**config.mk**
```make
export PLATFORM = sky130hd
export DESIGN_NAME = fetch_unit
export DESIGN_NICKNAME = d
export VERILOG_FILES = /design/src/rtl/raptor_pkg.sv /design/src/rtl/fetch_fifo.sv /design/src/rtl/fetch_unit.sv
export SDC_FILE = /design/constraint.sdc
export NUM_CORES = 1
export LEC_CHECK = 0
export ABC_AREA = 1
export CORE_MARGIN = 2
export CORE_UTILIZATION = 25
export DETAILED_ROUTE_END_ITERATION = 16
export SLEW_MARGIN = 20
export SYNTH_ARGS = -nofsm -noshare
export SYNTH_HDL_FRONTEND = slang
export SYNTH_SLANG_ARGS = --single-unit
export TNS_END_PERCENT = 20
```
**constraint.sdc**
```tcl
create_clock -name clk -period 7 [get_ports clk]
set_clock_uncertainty 0.15 [all_clocks]
set_input_delay 2.1 -clock clk [delete_from_list [all_inputs] [get_ports clk]]
set_output_delay 2.1 -clock clk [all_outputs]
set_load 0.05 [all_outputs]
```
**src/rtl/raptor_pkg.sv**
```systemverilog
// Shared types and helpers for the raptor front end.
//   XLEN          : architectural address/data width
//   NOP_INST      : canonical NOP (addi x0, x0, 0) carried by fault entries
//   fetch_state_t : fetch FSM state encoding
//   fetch_entry_t : one instruction-buffer entry {inst, pc, fault}
//   pc_incr       : sequential next-PC, wraps modulo 2^XLEN
//   pc_misaligned : true when an address is not word aligned
package raptor_pkg;

  localparam int          XLEN     = 32;
  localparam logic [31:0] NOP_INST = 32'h0000_0013;

  typedef enum logic [2:0] {
    IDLE,
    REQ,
    WAIT,
    DRAIN,
    HALT
  } fetch_state_t;

  typedef struct packed {
    logic [31:0]     inst;
    logic [XLEN-1:0] pc;
    logic            fault;
  } fetch_entry_t;

  function automatic logic [XLEN-1:0] pc_incr(input logic [XLEN-1:0] pc);
    return pc + XLEN'(4);
  endfunction

  function automatic logic pc_misaligned(input logic [XLEN-1:0] pc);
    return pc[1:0] != 2'b00;
  endfunction

endpackage

```
**src/rtl/fetch_fifo.sv**
```systemverilog
// Instruction buffer between fetch and decode.
//   clk, reset : clock, synchronous active-high reset (pointers/count only)
//   flush      : empties the buffer; a push in the same cycle lands in slot 0
//   push       : write push_data (caller guarantees space)
//   pop        : consume the head entry (ignored when empty or flushing)
//   out_valid  : buffer non-empty
//   out_data   : head entry, driven from storage registers only
//   count      : number of valid entries
module fetch_fifo
  import raptor_pkg::*;
#(
  parameter int  DEPTH   = 2,
  parameter type entry_t = fetch_entry_t
) (
  input  logic                     clk,
  input  logic                     reset,
  input  logic                     flush,
  input  logic                     push,
  input  entry_t                   push_data,
  input  logic                     pop,
  output logic                     out_valid,
  output entry_t                   out_data,
  output logic [$clog2(DEPTH):0]   count
);

  localparam int AW = $clog2(DEPTH);
  localparam int CW = AW + 1;

  entry_t          mem [DEPTH];
  logic [AW-1:0]   rptr;
  logic [AW-1:0]   wptr;
  logic            do_pop;

  assign do_pop    = pop & (count != '0) & ~flush;
  assign out_valid = (count != '0);
  assign out_data  = mem[rptr];

  always_ff @(posedge clk) begin
    if (reset) begin
      rptr  <= '0;
      wptr  <= '0;
      count <= '0;
    end else if (flush) begin
      rptr  <= '0;
      wptr  <= push ? AW'(1) : '0;
      count <= push ? CW'(1) : '0;
    end else begin
      if (push)   wptr <= wptr + AW'(1);
      if (do_pop) rptr <= rptr + AW'(1);
      count <= count + CW'(push) - CW'(do_pop);
    end
  end

  // Storage carries no reset; validity is tracked by count alone.
  always_ff @(posedge clk) begin
    if (push) mem[flush ? '0 : wptr] <= push_data;
  end

endmodule

```
**src/rtl/fetch_unit.sv**
```systemverilog
// Instruction fetch stage: sequences the PC register, issues one read at a
// time to instruction memory, buffers responses and hands them to decode.
//   clk, reset              : clock, synchronous active-high reset
//   pc_i / pc_next_o/pc_we_o: PC register read value, load value, load enable
//   imem_req_o/addr_o       : read request and address (address = pc_i)
//   imem_gnt_i              : request accepted this cycle
//   imem_rvalid_i/rdata_i   : read response
//   imem_err_i              : access fault, qualified by imem_rvalid_i
//   redirect_i/redirect_pc_i: branch/jump/trap redirect and its target
//   inst_valid_o/ready_i    : decode handshake
//   inst_o/inst_pc_o        : instruction word and its PC
//   inst_fault_o            : entry is a fault marker (inst_o is a NOP)
module fetch_unit
  import raptor_pkg::*;
#(
  parameter int              XLEN         = 32,
  parameter logic [XLEN-1:0] RESET_VECTOR = '0,
  parameter int              FIFO_DEPTH   = 2
) (
  input  logic            clk,
  input  logic            reset,
  input  logic [XLEN-1:0] pc_i,
  output logic [XLEN-1:0] pc_next_o,
  output logic            pc_we_o,
  output logic            imem_req_o,
  output logic [XLEN-1:0] imem_addr_o,
  input  logic            imem_gnt_i,
  input  logic            imem_rvalid_i,
  input  logic [31:0]     imem_rdata_i,
  input  logic            imem_err_i,
  input  logic            redirect_i,
  input  logic [XLEN-1:0] redirect_pc_i,
  output logic            inst_valid_o,
  input  logic            inst_ready_i,
  output logic [31:0]     inst_o,
  output logic [XLEN-1:0] inst_pc_o,
  output logic            inst_fault_o
);

  localparam int              CW      = $clog2(FIFO_DEPTH) + 1;
  localparam logic [CW-1:0]   DEPTH_C = CW'(FIFO_DEPTH);

  fetch_state_t     state;
  fetch_state_t     state_n;
  logic [XLEN-1:0]  inflight_pc_p1;
  logic             capture;

  logic             fifo_push;
  logic             fifo_flush;
  logic             fifo_pop;
  logic             fifo_valid;
  logic [CW-1:0]    fifo_count;
  fetch_entry_t     push_entry;
  fetch_entry_t     head;

  // Issue stage -> response stage: remember which PC the outstanding read is for.
  always_ff @(posedge clk) begin
    if (capture) inflight_pc_p1 <= pc_i;
  end

  always_ff @(posedge clk) begin
    if (reset) state <= IDLE;
    else       state <= state_n;
  end

  always_comb begin
    state_n    = state;
    pc_we_o    = 1'b0;
    pc_next_o  = '0;
    imem_req_o = 1'b0;
    capture    = 1'b0;
    fifo_push  = 1'b0;
    fifo_flush = 1'b0;
    push_entry = '{inst: NOP_INST, pc: inflight_pc_p1, fault: 1'b0};

    if (!reset) begin
      case (state)
        IDLE: begin
          pc_we_o   = 1'b1;
          pc_next_o = RESET_VECTOR;
          state_n   = REQ;
        end
        REQ: begin
          // Space is reserved at issue time so a response can always be pushed.
          imem_req_o = (fifo_count < DEPTH_C);
          if (imem_req_o && imem_gnt_i) begin
            pc_we_o   = 1'b1;
            pc_next_o = pc_incr(pc_i);
            capture   = 1'b1;
            state_n   = WAIT;
          end
        end
        WAIT: begin
          if (imem_rvalid_i) begin
            fifo_push = 1'b1;
            if (imem_err_i) begin
              push_entry = '{inst: NOP_INST, pc: inflight_pc_p1, fault: 1'b1};
              state_n    = HALT;
            end else begin
              push_entry = '{inst: imem_rdata_i, pc: inflight_pc_p1, fault: 1'b0};
              state_n    = REQ;
            end
          end
        end
        DRAIN: begin
          // The stale response of the pre-redirect read is dropped here.
          if (imem_rvalid_i) state_n = REQ;
        end
        HALT: ;
        default: state_n = IDLE;
      endcase

      // Redirect overrides everything except the reset-vector load.
      if (redirect_i && state != IDLE) begin
        imem_req_o = 1'b0;
        capture    = 1'b0;
        pc_we_o    = 1'b1;
        pc_next_o  = redirect_pc_i;
        fifo_flush = 1'b1;
        fifo_push  = 1'b0;
        if (pc_misaligned(redirect_pc_i)) begin
          fifo_push  = 1'b1;
          push_entry = '{inst: NOP_INST, pc: redirect_pc_i, fault: 1'b1};
          state_n    = HALT;
        end else if ((state == WAIT || state == DRAIN) && !imem_rvalid_i) begin
          // A read is still in flight; its response must not be delivered.
          state_n = DRAIN;
        end else begin
          state_n = REQ;
        end
      end
    end
  end

  assign fifo_pop = inst_valid_o & inst_ready_i;

  fetch_fifo #(
    .DEPTH   (FIFO_DEPTH),
    .entry_t (fetch_entry_t)
  ) u_fifo (
    .clk       (clk),
    .reset     (reset),
    .flush     (fifo_flush),
    .push      (fifo_push),
    .push_data (push_entry),
    .pop       (fifo_pop),
    .out_valid (fifo_valid),
    .out_data  (head),
    .count     (fifo_count)
  );

  // Buffer output stage -> decode; everything reads zero while in reset.
  assign imem_addr_o  = reset ? '0 : pc_i;
  assign inst_valid_o = ~reset & fifo_valid;
  assign inst_o       = reset ? '0 : head.inst;
  assign inst_pc_o    = reset ? '0 : head.pc;
  assign inst_fault_o = ~reset & head.fault;

endmodule

```
==> results.sh <==
export IMPL_finalInstanceArea_mm2=0.0121
export IMPL_cts_resized=0
export IMPL_track_usage=0.151
export IMPL_fin_tns_setup_ns=0
export IMPL_yosys_warnings=0
export IMPL_cts_root_buf="clkbuf_16"
export IMPL_wl_per_cell_um=16.2
export IMPL_grt_setup_unrepaired="no"
export IMPL_worst_pin_slew_ns=0.863
export IMPL_cts_buffer_depth=2
export IMPL_cts_tree="yes"
export IMPL_cts_setup_buffers=0
export IMPL_ys_ff_latch=170
export IMPL_busiest_layer="met2"
export IMPL_io_buffers=234
export IMPL_period_minus_slack_ns=6.47
export IMPL_grt_pass1_vias=6995
export IMPL_crit_path_end_kind="primary output"
export IMPL_synth_cells=932
export IMPL_ir_drop_mv=0.163
export IMPL_p_int_mw=2.20
export IMPL_synth_nets=1038
export IMPL_ys_flop_type="edfxtp_1"
export IMPL_path_max_fanout=6
export IMPL_p_per_area_mw_per_mm2=282
export IMPL_critical_path_class="input port to primary output"
export IMPL_cts_inserted_buffers=17
export IMPL_seq_power_share=0.376
export IMPL_yosysMostFrequentCell="nor2_1"
export IMPL_rows=66
export IMPL_post_route_period_util=0.924
export IMPL_grt_max_degree=66
export IMPL_netlist_top_cells_count="nor2_1, nand2_1, edfxtp_1"
export IMPL_crit_path_frequent_cell="nand2_1"
export IMPL_place_gp_congestion=0.878
export IMPL_io_pin_count=235
export IMPL_cp_arrival_ns=4.22
export IMPL_grt_pass1_wl_mm=40.8
export IMPL_h_tree_depth=4
export IMPL_drive_above_1_share=0.0904
export IMPL_placed_area_mm2=0.0115
export IMPL_clock_sinks=170
export IMPL_maxCapViolCount=0
export IMPL_synth_edff_count=162
export IMPL_switching_share=0.356
export IMPL_combPwrFrac=0.331
export IMPL_setup_viol=0
export IMPL_cp_required_ns=4.75
export IMPL_path_buf_inv=3
export IMPL_crit_slowest_cell="clkdlybuf4s50_1"
export IMPL_max_stage_delay_ns=0.60
export IMPL_worstPathCellList="clkdlybuf4s50_1 > nand2_1 > nor2_1 > nand2_1 > nor2_2 > inv_1 > o21ai_0 > nand3_1 > nand2_1 > buf_12"
export IMPL_die_h_um=187
export IMPL_p_clk_frac=0.292
export IMPL_avgSynthCellArea_um2=8.96
export IMPL_p_sw_mw=1.21
export IMPL_synth_top_area_cell="edfxtp_1"
export IMPL_ys_seq_area_frac=0.602
export IMPL_max_freq_mhz=155
export IMPL_antenna_found_initial=0
export IMPL_synth_area_mm2=0.00835
export IMPL_ys_top_cells_by_area="edfxtp_1, nor2_1, nand2_1"
export IMPL_synthToLayoutAreaGrowth_pct=44.8
export IMPL_crit_path_start_kind="input port"
export IMPL_slew_headroom=0.424
export IMPL_crit_family="simple AND/OR/NAND/NOR gates"
export IMPL_firstDrtPassIters=5
export IMPL_use_met2=0.256
export IMPL_grtUsageMet1=0.192
export IMPL_clk_pin_slew_worst_paths_ns=0.07
export IMPL_initial_utilization=0.255
export IMPL_finalHoldViolations=0
export IMPL_hold_buffers=0
export IMPL_layout_nets=1266
export IMPL_vias=7038
export IMPL_vias_per_cell=4.36
export IMPL_met3_usage=0.0359
export IMPL_drc=0
export IMPL_clkLatencyLatePin_ns=0.43
export IMPL_die_area_mm2=0.0349
export IMPL_drt_iter0_drc=436
export IMPL_async_reset_ff_frac=0
export IMPL_synth_cell_type_count=37
export IMPL_drtAntennaViolNets=0
export IMPL_hold_class="flip-flop to flip-flop"
export IMPL_n_antenna_cell=0
export IMPL_outcome="finished, final reports clean"
export IMPL_maxSlewViolCount=0
export IMPL_die_x_um=187
export IMPL_wl_mm=26.2
export IMPL_dp_hpwl_mm=18.8
export IMPL_r2r_slack_ns=3.77
export IMPL_core_mm2=0.0327
export IMPL_gr_total_overflow=0
export IMPL_p_leak_nw=4.66
export IMPL_synth_top_area_share=0.582
-- metal layers --
metal  up-vias  share of wire
met4         0          0.016
met2       233           0.48
li1       3518              -
met5         -              0
met3        25          0.064
met1      3262           0.44
-- area by class of cell --
cell class,instances,area (um^2)
clock buffer,18,429
clock inverter,14,185
fill,3329,20600
inverter,99,375
multi-input combinational,623,2760
sequential,170,5030
tap,442,553
timing repair buffer,249,2770
-- sequential cells by signal (all words and copies together) (netlist names), named ones only --
| name | count |
|---|---|
| inflight_pc_p1 | 32 |
| state | 3 |
| u_fifo.count | 2 |
| u_fifo.mem | 130 |
| u_fifo.rptr | 1 |
| u_fifo.wptr | 1 |
-- stage by stage --
stage	instances	hold WS, ns	worst slack [ns]	total power [mW]	util
final	1615	0.323	0.531	3.41	0.370
after global routing	1615	0.363	0.289	3.57	0.370
after CTS	1615	0.327	0.497	3.46	0.370
after detailed placement	1583	0.315	0.499	2.45	0.351
after global placement	1583	0.303	0.465	2.44	0.351
after floorplan	932	0.297	0.689	1.98	-
-- placed cells by master (no fill, tap or decap), drive strengths merged, types with 8 or more instances in the layout --
cell           synthesis  routed
edfxtp               162     162
nand2                182     182
a21oi                 11      11
o21ai                116     116
nor2                 242     242
buf                   22      47
nand3                 44      44
dfxtp                  8       8
clkbuf                18      18
inv                   99     104
clkdlybuf4s50          0     202
-- logic make-up after synthesis --
| kind of cell | count (synthesis) | share of synthesized area |
|---|---|---|
| AND/OR/NAND/NOR | 483 | 0.238 |
| flip-flops | 170 | 0.602 |
| buffers and inverters | 139 | 0.0689 |
| AO/OA/AOI/OAI | 131 | 0.0806 |
| XOR/XNOR | 6 | 0.00629 |
| adder cells (fa/ha/maj) | 3 | 0.00449 |
-- worst min-delay path, stage by stage (launching register included) --
cell	delay, ns
dfxtp_1	0.30
inv_1	0.07
a21oi_1	0.06
-- power groups by stage --
stage,clock [mW],sequential [mW],combinational (mW)
2_1_floorplan,0,1.30,0.676
3_3_place_gp,0,1.30,1.14
3_5_place_dp,0,1.31,1.14
4_1_cts,1.03,1.28,1.15
5_1_grt,1.07,1.29,1.21
6_report,0.997,1.28,1.13
-- final timing paths --
check	cells after the start	start	to
worst max-delay path	10	pc_i[6]	pc_next_o[19]
worst min-delay path	2	u_fifo.rptr$_SDFFE_PP0P_	flip-flop
worst max register to register	11	state[0]$_SDFFE_PP0P_	u_fifo.mem[1][54]$_DFFE_PP_
worst min register to register	2	u_fifo.rptr$_SDFFE_PP0P_	flip-flop
Note: power is estimated with default switching activity, not from simulation.
